<file path="config.mk">
export PLATFORM = sky130hd
export DESIGN_NAME = decode_stage
export DESIGN_NICKNAME = d
export VERILOG_FILES = /design/src/rtl/decode_stage.sv
export SDC_FILE = /design/constraint.sdc
export NUM_CORES = 1
export LEC_CHECK = 0
export ABC_AREA = 1
export BUFFER_PORTS_ARGS = -buffer_cell sky130_fd_sc_hd__buf_2
export CAP_MARGIN = 20
export CORE_ASPECT_RATIO = 0.6
export CORE_MARGIN = 5
export CORE_UTILIZATION = 30
export CTS_CLUSTER_SIZE = 40
export DETAILED_ROUTE_END_ITERATION = 8
export PLACE_DENSITY_LB_ADDON = 0.3
export SLEW_MARGIN = 10
export SYNTH_ARGS = -nofsm -noshare
export SYNTH_HDL_FRONTEND = slang
export SYNTH_SLANG_ARGS = --single-unit
</file>
<file path="constraint.sdc">
create_clock -name clk -period 2.1 [get_ports clk]
set_input_delay 0.42 -clock clk [delete_from_list [all_inputs] [get_ports clk]]
set_output_delay 0.42 -clock clk [all_outputs]
set_load 0.1 [all_outputs]
</file>
<file path="src/rtl/decode_stage.sv">
// RV32I decode stage: turns a fetched PC/instruction into registered operand,
// immediate, class and ALU-op fields for execute, with a load-use interlock.
module decode_stage #(
  parameter logic [31:0] PC_RESET = 32'h0000_0000,
  parameter int unsigned ALU_OP_W = 4
) (
  input  logic                clk,
  input  logic                rst,
  input  logic [31:0]         i_pc,
  input  logic [31:0]         i_instr,
  input  logic                i_clk_en,
  input  logic                i_stall,
  input  logic                i_flush,
  output logic                o_stall_req,
  output logic                o_clk_en,
  output logic [31:0]         o_pc,
  output logic [4:0]          o_rs1_addr,
  output logic [4:0]          o_rs2_addr,
  output logic [4:0]          o_rd_addr,
  output logic [31:0]         o_imm,
  output logic [2:0]          o_funct3,
  output logic [ALU_OP_W-1:0] o_alu_op,
  output logic [10:0]         o_class,
  output logic                o_illegal,
  output logic                o_ecall,
  output logic                o_ebreak,
  output logic                o_mret
);

  localparam logic [6:0] OPC_OP     = 7'b0110011;
  localparam logic [6:0] OPC_OP_IMM = 7'b0010011;
  localparam logic [6:0] OPC_LOAD   = 7'b0000011;
  localparam logic [6:0] OPC_STORE  = 7'b0100011;
  localparam logic [6:0] OPC_BRANCH = 7'b1100011;
  localparam logic [6:0] OPC_JAL    = 7'b1101111;
  localparam logic [6:0] OPC_JALR   = 7'b1100111;
  localparam logic [6:0] OPC_LUI    = 7'b0110111;
  localparam logic [6:0] OPC_AUIPC  = 7'b0010111;
  localparam logic [6:0] OPC_SYSTEM = 7'b1110011;
  localparam logic [6:0] OPC_FENCE  = 7'b0001111;

  localparam int C_RTYPE  = 0;
  localparam int C_ITYPE  = 1;
  localparam int C_LOAD   = 2;
  localparam int C_STORE  = 3;
  localparam int C_BRANCH = 4;
  localparam int C_JAL    = 5;
  localparam int C_JALR   = 6;
  localparam int C_LUI    = 7;
  localparam int C_AUIPC  = 8;
  localparam int C_SYSTEM = 9;
  localparam int C_FENCE  = 10;

  localparam logic [3:0] ALU_ADD  = 4'd0;
  localparam logic [3:0] ALU_SUB  = 4'd1;
  localparam logic [3:0] ALU_SLL  = 4'd2;
  localparam logic [3:0] ALU_SLT  = 4'd3;
  localparam logic [3:0] ALU_SLTU = 4'd4;
  localparam logic [3:0] ALU_XOR  = 4'd5;
  localparam logic [3:0] ALU_SRL  = 4'd6;
  localparam logic [3:0] ALU_SRA  = 4'd7;
  localparam logic [3:0] ALU_OR   = 4'd8;
  localparam logic [3:0] ALU_AND  = 4'd9;
  localparam logic [3:0] ALU_EQ   = 4'd10;
  localparam logic [3:0] ALU_NE   = 4'd11;
  localparam logic [3:0] ALU_LT   = 4'd12;
  localparam logic [3:0] ALU_GE   = 4'd13;
  localparam logic [3:0] ALU_LTU  = 4'd14;
  localparam logic [3:0] ALU_GEU  = 4'd15;

  localparam logic [6:0]  F7_ZERO = 7'b0000000;
  localparam logic [6:0]  F7_ALT  = 7'b0100000;
  localparam logic [31:0] I_ECALL  = 32'h0000_0073;
  localparam logic [31:0] I_EBREAK = 32'h0010_0073;
  localparam logic [31:0] I_MRET   = 32'h3020_0073;

  typedef struct packed {
    logic [4:0]          rs1;
    logic [4:0]          rs2;
    logic [4:0]          rd;
    logic [31:0]         imm;
    logic [2:0]          funct3;
    logic [ALU_OP_W-1:0] alu_op;
    logic [10:0]         cls;
    logic                illegal;
    logic                ecall;
    logic                ebreak;
    logic                mret;
  } dec_t;

  logic [6:0]  opc;
  logic [2:0]  f3;
  logic [6:0]  f7;
  logic [10:0] cls_raw;
  logic [31:0] imm_i, imm_s, imm_b, imm_u, imm_j, imm_sel;
  logic [3:0]  alu_rr, alu_br, alu_sel;
  logic        is_ecall, is_ebreak, is_mret, ill;
  logic        uses_rs1, uses_rs2, stall_req;
  dec_t        dec, dec_q, dec_d;
  logic        clk_en_q, clk_en_d;
  logic [31:0] pc_q, pc_d;

  assign opc = i_instr[6:0];
  assign f3  = i_instr[14:12];
  assign f7  = i_instr[31:25];

  always_comb begin
    cls_raw = '0;
    case (opc)
      OPC_OP:     cls_raw[C_RTYPE]  = 1'b1;
      OPC_OP_IMM: cls_raw[C_ITYPE]  = 1'b1;
      OPC_LOAD:   cls_raw[C_LOAD]   = 1'b1;
      OPC_STORE:  cls_raw[C_STORE]  = 1'b1;
      OPC_BRANCH: cls_raw[C_BRANCH] = 1'b1;
      OPC_JAL:    cls_raw[C_JAL]    = 1'b1;
      OPC_JALR:   cls_raw[C_JALR]   = 1'b1;
      OPC_LUI:    cls_raw[C_LUI]    = 1'b1;
      OPC_AUIPC:  cls_raw[C_AUIPC]  = 1'b1;
      OPC_SYSTEM: cls_raw[C_SYSTEM] = 1'b1;
      OPC_FENCE:  cls_raw[C_FENCE]  = 1'b1;
      default:    cls_raw = '0;
    endcase
  end

  assign imm_i = {{20{i_instr[31]}}, i_instr[31:20]};
  assign imm_s = {{20{i_instr[31]}}, i_instr[31:25], i_instr[11:7]};
  assign imm_b = {{19{i_instr[31]}}, i_instr[31], i_instr[7], i_instr[30:25],
                  i_instr[11:8], 1'b0};
  assign imm_u = {i_instr[31:12], 12'b0};
  assign imm_j = {{11{i_instr[31]}}, i_instr[31], i_instr[19:12], i_instr[20],
                  i_instr[30:21], 1'b0};

  // Immediate format follows the opcode even when the encoding is illegal.
  always_comb begin
    imm_sel = '0;
    if (cls_raw[C_ITYPE] | cls_raw[C_LOAD] | cls_raw[C_JALR] |
        cls_raw[C_SYSTEM] | cls_raw[C_FENCE])    imm_sel = imm_i;
    else if (cls_raw[C_STORE])                   imm_sel = imm_s;
    else if (cls_raw[C_BRANCH])                  imm_sel = imm_b;
    else if (cls_raw[C_LUI] | cls_raw[C_AUIPC])  imm_sel = imm_u;
    else if (cls_raw[C_JAL])                     imm_sel = imm_j;
  end

  always_comb begin
    alu_rr = ALU_ADD;
    case (f3)
      3'b000: alu_rr = (cls_raw[C_RTYPE] && f7 == F7_ALT) ? ALU_SUB : ALU_ADD;
      3'b001: alu_rr = ALU_SLL;
      3'b010: alu_rr = ALU_SLT;
      3'b011: alu_rr = ALU_SLTU;
      3'b100: alu_rr = ALU_XOR;
      3'b101: alu_rr = (f7 == F7_ALT) ? ALU_SRA : ALU_SRL;
      3'b110: alu_rr = ALU_OR;
      3'b111: alu_rr = ALU_AND;
      default: alu_rr = ALU_ADD;
    endcase
  end

  always_comb begin
    alu_br = ALU_ADD;
    case (f3)
      3'b000: alu_br = ALU_EQ;
      3'b001: alu_br = ALU_NE;
      3'b100: alu_br = ALU_LT;
      3'b101: alu_br = ALU_GE;
      3'b110: alu_br = ALU_LTU;
      3'b111: alu_br = ALU_GEU;
      default: alu_br = ALU_ADD;
    endcase
  end

  assign is_ecall  = (i_instr == I_ECALL);
  assign is_ebreak = (i_instr == I_EBREAK);
  assign is_mret   = (i_instr == I_MRET);

  always_comb begin
    ill = ~|cls_raw;
    if (cls_raw[C_RTYPE])
      ill = !((f7 == F7_ZERO) || (f7 == F7_ALT && (f3 == 3'b000 || f3 == 3'b101)));
    else if (cls_raw[C_ITYPE])
      ill = (f3 == 3'b001 && f7 != F7_ZERO) ||
            (f3 == 3'b101 && f7 != F7_ZERO && f7 != F7_ALT);
    else if (cls_raw[C_BRANCH])
      ill = (f3 == 3'b010) || (f3 == 3'b011);
    else if (cls_raw[C_LOAD])
      ill = (f3 == 3'b011) || (f3 == 3'b110) || (f3 == 3'b111);
    else if (cls_raw[C_STORE])
      ill = (f3 > 3'b010);
    else if (cls_raw[C_JALR])
      ill = (f3 != 3'b000);
    else if (cls_raw[C_SYSTEM])
      ill = (f3 == 3'b000) && !(is_ecall || is_ebreak || is_mret);
  end

  always_comb begin
    alu_sel = ALU_ADD;
    if (cls_raw[C_RTYPE] | cls_raw[C_ITYPE]) alu_sel = alu_rr;
    else if (cls_raw[C_BRANCH])             alu_sel = alu_br;
  end

  always_comb begin
    dec         = '0;
    dec.rs1     = i_instr[19:15];
    dec.rs2     = i_instr[24:20];
    dec.rd      = i_instr[11:7];
    dec.imm     = imm_sel;
    dec.funct3  = f3;
    dec.alu_op  = ill ? ALU_OP_W'(ALU_ADD) : ALU_OP_W'(alu_sel);
    dec.cls     = ill ? 11'b0 : cls_raw;
    dec.illegal = ill;
    dec.ecall   = is_ecall;
    dec.ebreak  = is_ebreak;
    dec.mret    = is_mret;
  end

  // Load-use interlock: compare incoming sources against the load in execute.
  assign uses_rs1 = |(dec.cls & 11'b00001011111);
  assign uses_rs2 = |(dec.cls & 11'b00000011001);
  assign stall_req = clk_en_q & dec_q.cls[C_LOAD] & (dec_q.rd != 5'd0) & i_clk_en &
                     ((uses_rs1 & (dec.rs1 == dec_q.rd)) |
                      (uses_rs2 & (dec.rs2 == dec_q.rd)));

  always_comb begin
    clk_en_d = clk_en_q;
    pc_d     = pc_q;
    dec_d    = dec_q;
    if (!i_stall) begin
      if (i_flush || stall_req) begin
        clk_en_d = 1'b0;
      end else begin
        clk_en_d = i_clk_en;
        if (i_clk_en) begin
          pc_d  = i_pc;
          dec_d = dec;
        end
      end
    end
  end

  always_ff @(posedge clk) begin
    if (rst) begin
      clk_en_q <= 1'b0;
      pc_q     <= PC_RESET;
      dec_q    <= '0;
    end else begin
      clk_en_q <= clk_en_d;
      pc_q     <= pc_d;
      dec_q    <= dec_d;
    end
  end

  assign o_stall_req = stall_req;
  assign o_clk_en    = clk_en_q;
  assign o_pc        = pc_q;
  assign o_rs1_addr  = dec_q.rs1;
  assign o_rs2_addr  = dec_q.rs2;
  assign o_rd_addr   = dec_q.rd;
  assign o_imm       = dec_q.imm;
  assign o_funct3    = dec_q.funct3;
  assign o_alu_op    = dec_q.alu_op;
  assign o_class     = dec_q.cls;
  assign o_illegal   = dec_q.illegal;
  assign o_ecall     = dec_q.ecall;
  assign o_ebreak    = dec_q.ebreak;
  assign o_mret      = dec_q.mret;

endmodule

</file>
==> results_dict.tcl, run 1 <==
set metrics [dict create \
    synth-edff-count 0 \
    synthArstFlopShare_pct 0 \
    clock_skew_ns 0.00980 \
    worstSetupPathType "in -> out" \
    ctsLongestPathBuffers 2 \
    power.leakage_uw 0.00432 \
    maxCapViolations 0 \
    synth_area_leaders "dfxtp_1 43%, nand2_1 19%, a21oi_1 10%, nor2_1 5.0%, o21ai_0 3.8%" \
    ios 172 \
    grt_pass1_wl_mm 28.2 \
    first_iter_violations 583 \
    die_h_um 108 \
    antenna_found_initial 0 \
    hold_depth 3 \
    ir_drop_v 0.000401 \
    timing.final.crit_period_ns 2.50 \
    power_density_nw_per_um2 552 \
    cts_tree "done" \
    syn_nets 780 \
    fmax_mhz 400 \
    area_delta_synth_final_pct 87.2 \
    cp_slowest_cell "and3_4" \
    crit_path_start "i_instr[12]" \
    fin_setup_tns_ns -10.01 \
    slew_headroom_pct 61.0 \
    crit_buf_inv 2 \
    initial_core_util_pct 30.9 \
    drc 0 \
    crit_path_frequent_cell "nand2_1" \
    final_cells 1218 \
    p_total_uw 4930 \
    ant_nets 0 \
    min_path_type "in -> reg" \
    r2r_cells 12 \
    r2r_end "o_imm[11]$_SDFFE_PP0P_" \
    hold_viol 0 \
    wl_per_cell_um 17.1 \
    ys_seq_area_share_pct 42.8 \
    outcome "complete, but fails checks" \
    hold_buffers 0 \
    place_congestion 0.935 \
    grt_overflow_total 0 \
    setup-violations-final 88 \
    die_w_um 173 \
    cts_root_buf "clkbuf_16" \
    grtUsageTotal_pct 18.7 \
    cts.sink_count 102 \
    maxSlewViolCount 0 \
    rows 35 \
    hpwlAfterDp_mm 14.0 \
    finalWorstSetupSlack_ns -0.399 \
    cts_buffers 9 \
    reg2reg_from "o_rd_addr[3]$_SDFFE_PP0P_" \
    cp.depth 16 \
    yosysMostFrequentCell "nand2_1" \
    worst_setup_path_start_kind "input port" \
    violations "setup timing" \
    syn_area_per_cell_um2 6.76 \
    cp_cell_sequence "buf_8 > nor2_4 > nand2_2 > nor2_4 > nand2_4 > nor2_2 > nor2_1 > nand2_1 > nand2_1 > nand2_1 > nand4_1 > nand2_1 > nand2_2 > nand2_2 > and3_4 > buf_12" \
    grt_max_degree 60 \
    dieArea_um2 18600 \
    coreArea_um2 15500 \
    yosysWarnings 0 \
    synth_commonest_cells "240 x nand2_1, 102 x dfxtp_1, 98 x a21oi_1, 63 x nor2_1, 45 x inv_1" \
    dpl.cell_count 1154 \
    critPathCaptureType "output pin" \
    ys.flop_type "dfxtp_1" \
    vias 6005 \
    io_buffers 171 \
    drt_first_pass_iters 4 \
    rsz0062_at_grt "yes" \
    finalCritPeriodShare_pct 119 \
    grt_pass1_vias 5152 \
    routed_wirelength_mm 20.9 \
    synthesis.area_um2 4770 \
    ys_types 34 \
    synth_top_cell_area_share_pct 42.8 \
    arrival_ns 2.08 \
    ys_ff_latch 102 \
    syn_inst 706 \
    cts-htree-levels 3 \
    max_stage_delay_ns 0.19 \
    diodes 0 \
    drive_above_1_share_pct 57.6 \
    crit_family "simple AND/OR/NAND/NOR gates" \
    tightest_slew_ns 0.582 \
    finalHoldWorstSlack_ns 0.299 \
    final_nets 1084 \
    clock_latency_ns 0.36 \
    hp-start "i_pc[8]" \
    via_per_inst 4.93 \
    synth_top_area_cell "dfxtp_1" \
    path_max_fanout 3 \
    clkTransAtPathRegs_ns 0.09 \
    r2r_slack_ns -0.01 \
    min_to "o_pc[8]$_SDFFE_PP0P_" \
    required_ns 1.68 \
]
==> tightest hold or removal path: stages <==
cell,delay (ns)
buf_2,0.10
nand2_2,0.05
a21oi_1,0.05
==> cells by family after synthesis <==
group | count (synthesis) | share of synthesized area [%]
buf+inv | 85 | 7.73
simple gates | 360 | 30.9
xor+xnor | 6 | 1.10
flops | 102 | 42.8
compound gates | 147 | 16.0
mux | 1 | 0.236
fa+ha+maj | 5 | 1.31
==> area by class of cell <==
| type | count | area [um^2] |
|---|---|---|
| inverters | 52 | 205 |
| clock buffers | 9 | 225 |
| flip-flops and latches | 102 | 2060 |
| well taps | 203 | 254 |
| clock inverters | 7 | 86.3 |
| fillers | 1381 | 6530 |
| multi-input cells | 520 | 3500 |
| repair buffers | 325 | 2610 |
==> layer usage <==
| layer | track usage (%) | vias up | wire, um |
|---|---|---|---|
| li1 | - | 2906 | - |
| met1 | 28.5 | 2825 | 9970 |
| met2 | 26.0 | 250 | 8820 |
| met3 | 5.65 | 24 | 1870 |
| met4 | 3.03 | 0 | 226 |
| met5 | 0 | - | 0 |
==> flip-flops by register name, summed over array words and instances, names as in the netlist, 3 cells and up <==
name and flops:
o_pc 32, o_class 11, o_rs2_addr 5, o_imm 32
o_rs1_addr 5, o_funct3 3, o_rd_addr 5, o_alu_op 4
==> how the worst max path moves through the flow <==
stage | end
floorplan | o_stall_req
CTS | o_stall_req
global placement | o_pc[27]$_SDFFE_PP0P_
detailed placement | o_stall_req
global route | o_stall_req
finish | o_stall_req
==> power breakdown <==
part	total (uW)	switching (uW)	internal [uW]
logic	1200	790	405
registers	2000	27.8	1970
clock network	1730	873	856
total	4930	1690	3240
==> metrics by stage <==
stage                     util (%)  worst slack (ns)  area [um^2]
after CTS                     47.0            -0.287         7270
after global placement        43.4            -0.373         6700
after detailed placement      43.4            -0.424         6700
final                         57.8            -0.399         8930
after floorplan                  -           -0.0813         4820
after global routing          57.8            -0.459         8930
==> cell usage in the layout, fill, tap and decap left out, drive strengths merged <==
cell type,netlist,routed
a21oi,98,98
a31oi,1,1
and3,1,1
buf,21,313
clkbuf,12,21
clkinv,1,5
dfxtp,102,102
ha,5,5
inv,51,54
mux2,1,1
nand2,242,242
nand3,31,31
nand3b,2,2
nand4,7,8
nor2,68,68
nor3,5,5
nor4,4,4
o2111ai,2,2
o211ai,3,3
o21a,2,2
o21ai,38,38
o22ai,2,2
o31ai,1,1
xor2,6,6
==> repair_timing <==
item / CTS / global route
gates cloned: 0 / 15
endpoints found under the hold margin: 0 / 0
gates resized for setup: 47 / 324
setup endpoints to repair: 9 / 102
pin swaps: 32 / 90
buffers inserted: 14 / 24
Note: power is estimated with default switching activity, not from simulation.
==> inputs of run 2 (changes only) <==
Clock period 2.1 ns to 3 ns, I/O delays scaled along.
==> results_dict.tcl, run 2 (same netlist as run 1, synthesis figures left out) <==
set metrics [dict create \
    seq_power_share_pct 44.5 \
    critPathCaptureType "output pin" \
    reg2reg_from "o_rd_addr[0]$_SDFFE_PP0P_" \
    cts_root_buf "clkbuf_16" \
    tightest_slew_ns 0.558 \
    routed_wirelength_mm 17.5 \
    initial_core_util_pct 30.9 \
    ctsLongestPathBuffers 2 \
    dieArea_um2 18600 \
    wl_per_cell_um 15.9 \
    min_path_type "reg -> reg" \
    timing.final.crit_period_ns 2.89 \
    max_stage_delay_ns 0.22 \
    min_to "o_imm[0]$_SDFFE_PP0P_" \
    clkPwrFrac_pct 37.6 \
    ir_drop_v 0.000223 \
    first_iter_violations 508 \
    ant_nets 0 \
    grt_pass1_wl_mm 26.8 \
    die_w_um 173 \
    cp_cell_sequence "buf_2 > nor2_2 > nand2_1 > nor2_1 > nand2_1 > nor2_4 > nor2_1 > nand2_1 > nand2_1 > nand2_1 > nand4_1 > nand2_1 > nand2_1 > nand2_2 > and3_4 > buf_12" \
    hold_viol 0 \
    via_per_inst 4.85 \
    antenna_found_initial 0 \
    hold_depth 2 \
    place_congestion 0.929 \
    finalCritPeriodShare_pct 96.4 \
    grtUsageTotal_pct 18.0 \
    worstSetupPathType "in -> out" \
    fillerInstances 1679 \
    cts_tree "done" \
    final_cell_mix "238 x nand2_1, 168 x buf_2, 98 x a21oi_1" \
    pwr-share-comb_pct 17.9 \
    rows 35 \
    maxCapViolations 0 \
    cts.sink_count 102 \
    vias 5312 \
    crit_path_frequent_cell "nand2_1" \
    clock_latency_ns 0.35 \
    slew_headroom_pct 62.5 \
    netSwitchingPower_uw 1050 \
    coreArea_um2 15500 \
    grt_max_degree 48 \
    ios 172 \
    p_sw_share_pct 33.2 \
    r2r_cells 13 \
    grt_pass1_vias 4894 \
    cp_slowest_cell "nor2_2" \
    diodes 0 \
    clkTransAtPathRegs_ns 0.07 \
    final_nets 961 \
    cts_buffers 9 \
    r2r_end "o_rs1_addr[2]$_SDFFE_PP0P_" \
    power.leakage_uw 0.00297 \
    area_delta_synth_final_pct 34.4 \
    clock_skew_ns 0.0102 \
    cts-htree-levels 3 \
    required_ns 2.40 \
    p_total_uw 3150 \
    maxSlewViolCount 0 \
    path_max_fanout 3 \
    grt_overflow_total 0 \
    worst_setup_path_start_kind "input port" \
    drive_above_1_share_pct 28.7 \
    drc 0 \
    fin_setup_tns_ns 0 \
    die_h_um 108 \
    power_density_nw_per_um2 492 \
    drt_first_pass_iters 5 \
    hpwlAfterDp_mm 13.5 \
    fmax_mhz 346 \
    r2r_slack_ns 0.96 \
    hp-start "o_imm[0]$_SDFFE_PP0P_" \
    rsz0062_at_grt "no" \
    final_common_cell "nand2_1" \
    setup-violations-final 0 \
    p_int_uw 2110 \
    arrival_ns 2.29 \
    io_buffers 171 \
    outcome "finished, final reports clean" \
]
-- run 2: changes by cell type in the layout (fill, tap and decap cells not counted), sizes merged --
cell / delta
buf: -111
clkbuf: -11
clkinvlp: +1
inv: -1
nand4: -1
-- run 2: metrics by stage --
step / area (um^2) / hold slack [ns] / cells / util (%) / setup WS, ns
after floorplan: 4780 / 0.718 / 706 / - / 0.250
after global placement: 6030 / 0.449 / 1076 / 39.0 / 0.103
after detailed placement: 6030 / 0.452 / 1076 / 39.0 / 0.0424
after CTS: 6340 / 0.464 / 1092 / 41.0 / 0.0307
after global routing: 6410 / 0.475 / 1095 / 41.5 / 0.0166
final: 6410 / 0.462 / 1095 / 41.5 / 0.109
-- run 2: final cells by class --
type	instances	area, um^2	share of cell area [%]
multi-input cells	519	2420	37.7
flip-flops and latches	102	2050	31.9
repair buffers	203	1190	18.6
well taps	203	254	3.96
clock buffers	9	225	3.51
inverters	52	195	3.04
clock inverters	7	80.1	1.25
-- run 2: worst max-delay path: cells and delay by family --
family	cells	cell delay, ns
buf+inv	2	0.29
simple gates	14	1.41
-- run 2: routing by layer --
layer	share of wire, %	wire [um]	GRT usage (%)	vias up
met5	0	0	0	-
li1	-	-	-	2642
met2	39	6830	24.5	249
met1	50	8720	27.3	2404
met3	10	1740	5.69	17
met4	1.0	182	3.65	0
-- run 2: how the worst max path moves through the flow --
stage	from	to	slack (ns)	cells after the start
after floorplan	i_instr[26]	o_stall_req	0.25	14
after global placement	i_instr[22]	o_stall_req	0.10	16
after detailed placement	i_instr[22]	o_stall_req	0.04	16
after CTS	i_instr[22]	o_stall_req	0.03	16
after global routing	i_instr[3]	o_stall_req	0.02	12
final	i_instr[22]	o_stall_req	0.11	16
-- run 2: what timing repair did --
action	CTS	global route
hold buffers	0	0
hold endpoints to repair	0	0
resized for setup	0	18
endpoints found under the setup margin	0	1
setup buffers	0	3
-- run 2: power by group through the flow --
stage | Sequential [uW] | Combinational [uW] | Clock [uW]
6_report | 1400 | 563 | 1190
5_1_grt | 1410 | 599 | 1280
4_1_cts | 1400 | 556 | 1220
3_5_place_dp | 1440 | 555 | 0
3_3_place_gp | 1430 | 557 | 0
2_1_floorplan | 1660 | 155 | 0
==> inputs of run 3 (changes only) <==
Settings changed: ABC_AREA 1 to unset.
==> results_dict.tcl, run 3 <==
set metrics [dict create \
    outcome "finished, final reports clean" \
    worst_setup_path_start_kind "input port" \
    min_path_type "reg -> reg" \
    die_w_um 197 \
    clock_latency_ns 0.36 \
    timing.final.crit_period_ns 2.89 \
    diodes 0 \
    max_stage_delay_ns 0.39 \
    drt_first_pass_iters 6 \
    vias 7160 \
    fin_util_pct 39.1 \
    power.leakage_uw 0.00357 \
    hold_depth 2 \
    yosysMostFrequentCell "nor2_1" \
    coreArea_um2 20800 \
    grt_max_degree 101 \
    place_congestion 0.887 \
    synth_commonest_cells "122 x nor2_1, 108 x nand2_1, 102 x dfxtp_1, 67 x nand3_1, 56 x a31oi_1" \
    first_iter_violations 505 \
    synth_area_leaders "dfxtp_1 33%, nor2_1 7.3%, nand2_1 6.5%, a211oi_1 6.3%, a31oi_1 5.6%" \
    postCtsSetupBuffers 0 \
    finalCritPeriodShare_pct 96.3 \
    clkPwrFrac_pct 31.0 \
    ys_ff_latch 102 \
    cts_buffers 9 \
    cp_cell_sequence "buf_2 > and4bb_4 > nand2_1 > nor4_2 > a31oi_1 > a22o_2 > nor2_4 > buf_12" \
    setup-violations-final 0 \
    maxCapViolations 0 \
    ys_seq_area_share_pct 32.5 \
    hpwlAfterDp_mm 17.7 \
    netSwitchingPower_uw 1440 \
    grt_overflow_total 0 \
    maxSlewViolCount 0 \
    critPathCaptureType "output pin" \
    synthesis.area_um2 6280 \
    clock_skew_ns 0.00786 \
    wl_per_cell_um 18.8 \
    dieArea_um2 24000 \
    synthArstFlopShare_pct 0 \
    ctsLongestPathBuffers 2 \
    io_buffers 171 \
    rows 41 \
    grt_pass1_vias 6669 \
    clkTransAtPathRegs_ns 0.07 \
    slew_headroom_pct 40.0 \
    required_ns 2.40 \
    p_total_uw 3670 \
    p_sw_share_pct 39.2 \
    pwr-share-comb_pct 28.7 \
    ys_types 62 \
    syn_nets 918 \
    final_nets 1098 \
    final_cell_mix "170 x buf_2, 120 x nor2_1, 108 x nand2_1" \
    cts_root_buf "clkbuf_16" \
    cts-htree-levels 3 \
    tightest_slew_ns 0.900 \
    path_max_fanout 7 \
    cp_slowest_cell "and4bb_4" \
    grtUsageTotal_pct 20.1 \
    r2r_cells 8 \
    cts.sink_count 102 \
    via_per_inst 5.48 \
    synth-edff-count 0 \
    antenna_found_initial 2 \
    rsz0062_at_grt "no" \
    ant_nets 0 \
    final_common_cell "buf_2" \
    initial_core_util_pct 30.2 \
    grt_pass1_wl_mm 38.4 \
    seq_power_share_pct 40.3 \
    ir_drop_v 0.000294 \
    ios 172 \
    synth_top_cell_area_share_pct 32.5 \
    syn_area_per_cell_um2 7.44 \
    drive_above_1_share_pct 29.5 \
    arrival_ns 2.29 \
    hold_viol 0 \
    cts_tree "done" \
    synth_top_area_cell "dfxtp_1" \
    drc 0 \
    ys.flop_type "dfxtp_1" \
    die_h_um 122 \
    yosysWarnings 0 \
    fmax_mhz 346 \
    syn_inst 844 \
    area_delta_synth_final_pct 29.3 \
    routed_wirelength_mm 24.6 \
    power_density_nw_per_um2 452 \
    worstSetupPathType "in -> out" \
    p_int_uw 2230 \
]
[run 3: cell count changes after synthesis, sizes merged, moves of 9 or more]
cell / delta
a211oi: +53
nand3: +36
clkbuf: +35
inv: -29
mux2i: +19
a21oi: -81
o21ai: -22
a31oi: +55
nor2: +54
o211a: +9
buf: +14
a221oi: +13
nand2: -132
nand4: +48
[run 3: kinds of logic (layout without fill, tap and decap cells)]
logic type                 Yosys count  count (layout)  share of synthesized area, %
buffers and inverters              105             289                          8.39
AOI/OAI and AO/OA                  197             197                          22.7
muxes                               25              25                          4.10
adders and majority gates            6               6                          1.16
DFF                                102             102                          32.5
and+or+nand+nor                    398             398                          29.6
xor gates and xnor gates            11              11                          1.53
[run 3: metal layers]
metal  track usage (%)  wire length, um  vias up
met5                 0               21        -
met4              3.90              247        4
met3              5.80             2390       23
met2              26.9             9750      282
met1              31.3            12200     3400
li1                  -                -     3451
[run 3: final cells by class]
type                            instances  area (um^2)
Clock buffer                            9          225
Clock inverter                          6         38.8
Fill cell                            2197        12700
Inverter                               23         86.3
Multi-Input combinational cell        637         3750
Sequential cell                       102         2050
Tap cell                              279          349
Timing Repair Buffer                  251         1620
[run 3: repair_timing]
action | 4_1_cts | 5_1_grt
resized for setup | 0 | 3
hold buffers | 0 | 0
setup endpoints to repair | 0 | 1
[run 3: path summary, 6_finish.rpt]
kind	end	startpoint	slack, ns
setup reg to reg	o_imm[23]$_SDFFE_PP0P_	o_rd_addr[1]$_SDFFE_PP0P_	0.33
hold / removal	o_ebreak$_SDFFE_PP0P_	o_ebreak$_SDFFE_PP0P_	0.46
hold reg to reg	o_ebreak$_SDFFE_PP0P_	o_ebreak$_SDFFE_PP0P_	0.46
setup / recovery	o_stall_req	i_instr[2]	0.11
[run 3: power by group through the flow]
stage	registers (uW)	logic (uW)	clock network (uW)
final	1480	1050	1140
after global routing	1490	1110	1220
after global placement	1510	1050	0
after CTS	1480	1050	1180
after detailed placement	1510	1050	0
after floorplan	1970	293	0
[run 3: stage by stage]
stage	setup slack, ns	area [um^2]	hold slack, ns	instances	TNS, ns
detailed placement	-0.0970	7850	0.450	1292	-0.826
floorplan	-0.103	6310	0.685	844	-0.103
CTS	0.0768	8110	0.460	1307	0
global placement	-0.00413	7850	0.444	1292	-0.00804
global route	0.00200	8120	0.471	1307	0
finish	0.110	8120	0.455	1307	0
[run 3: worst max-delay path, delay by kind of cell]
family / cells / cell delay (ns)
and+or+nand+nor: 4 / 1.00
buffers and inverters: 2 / 0.29
AOI/OAI and AO/OA: 2 / 0.39
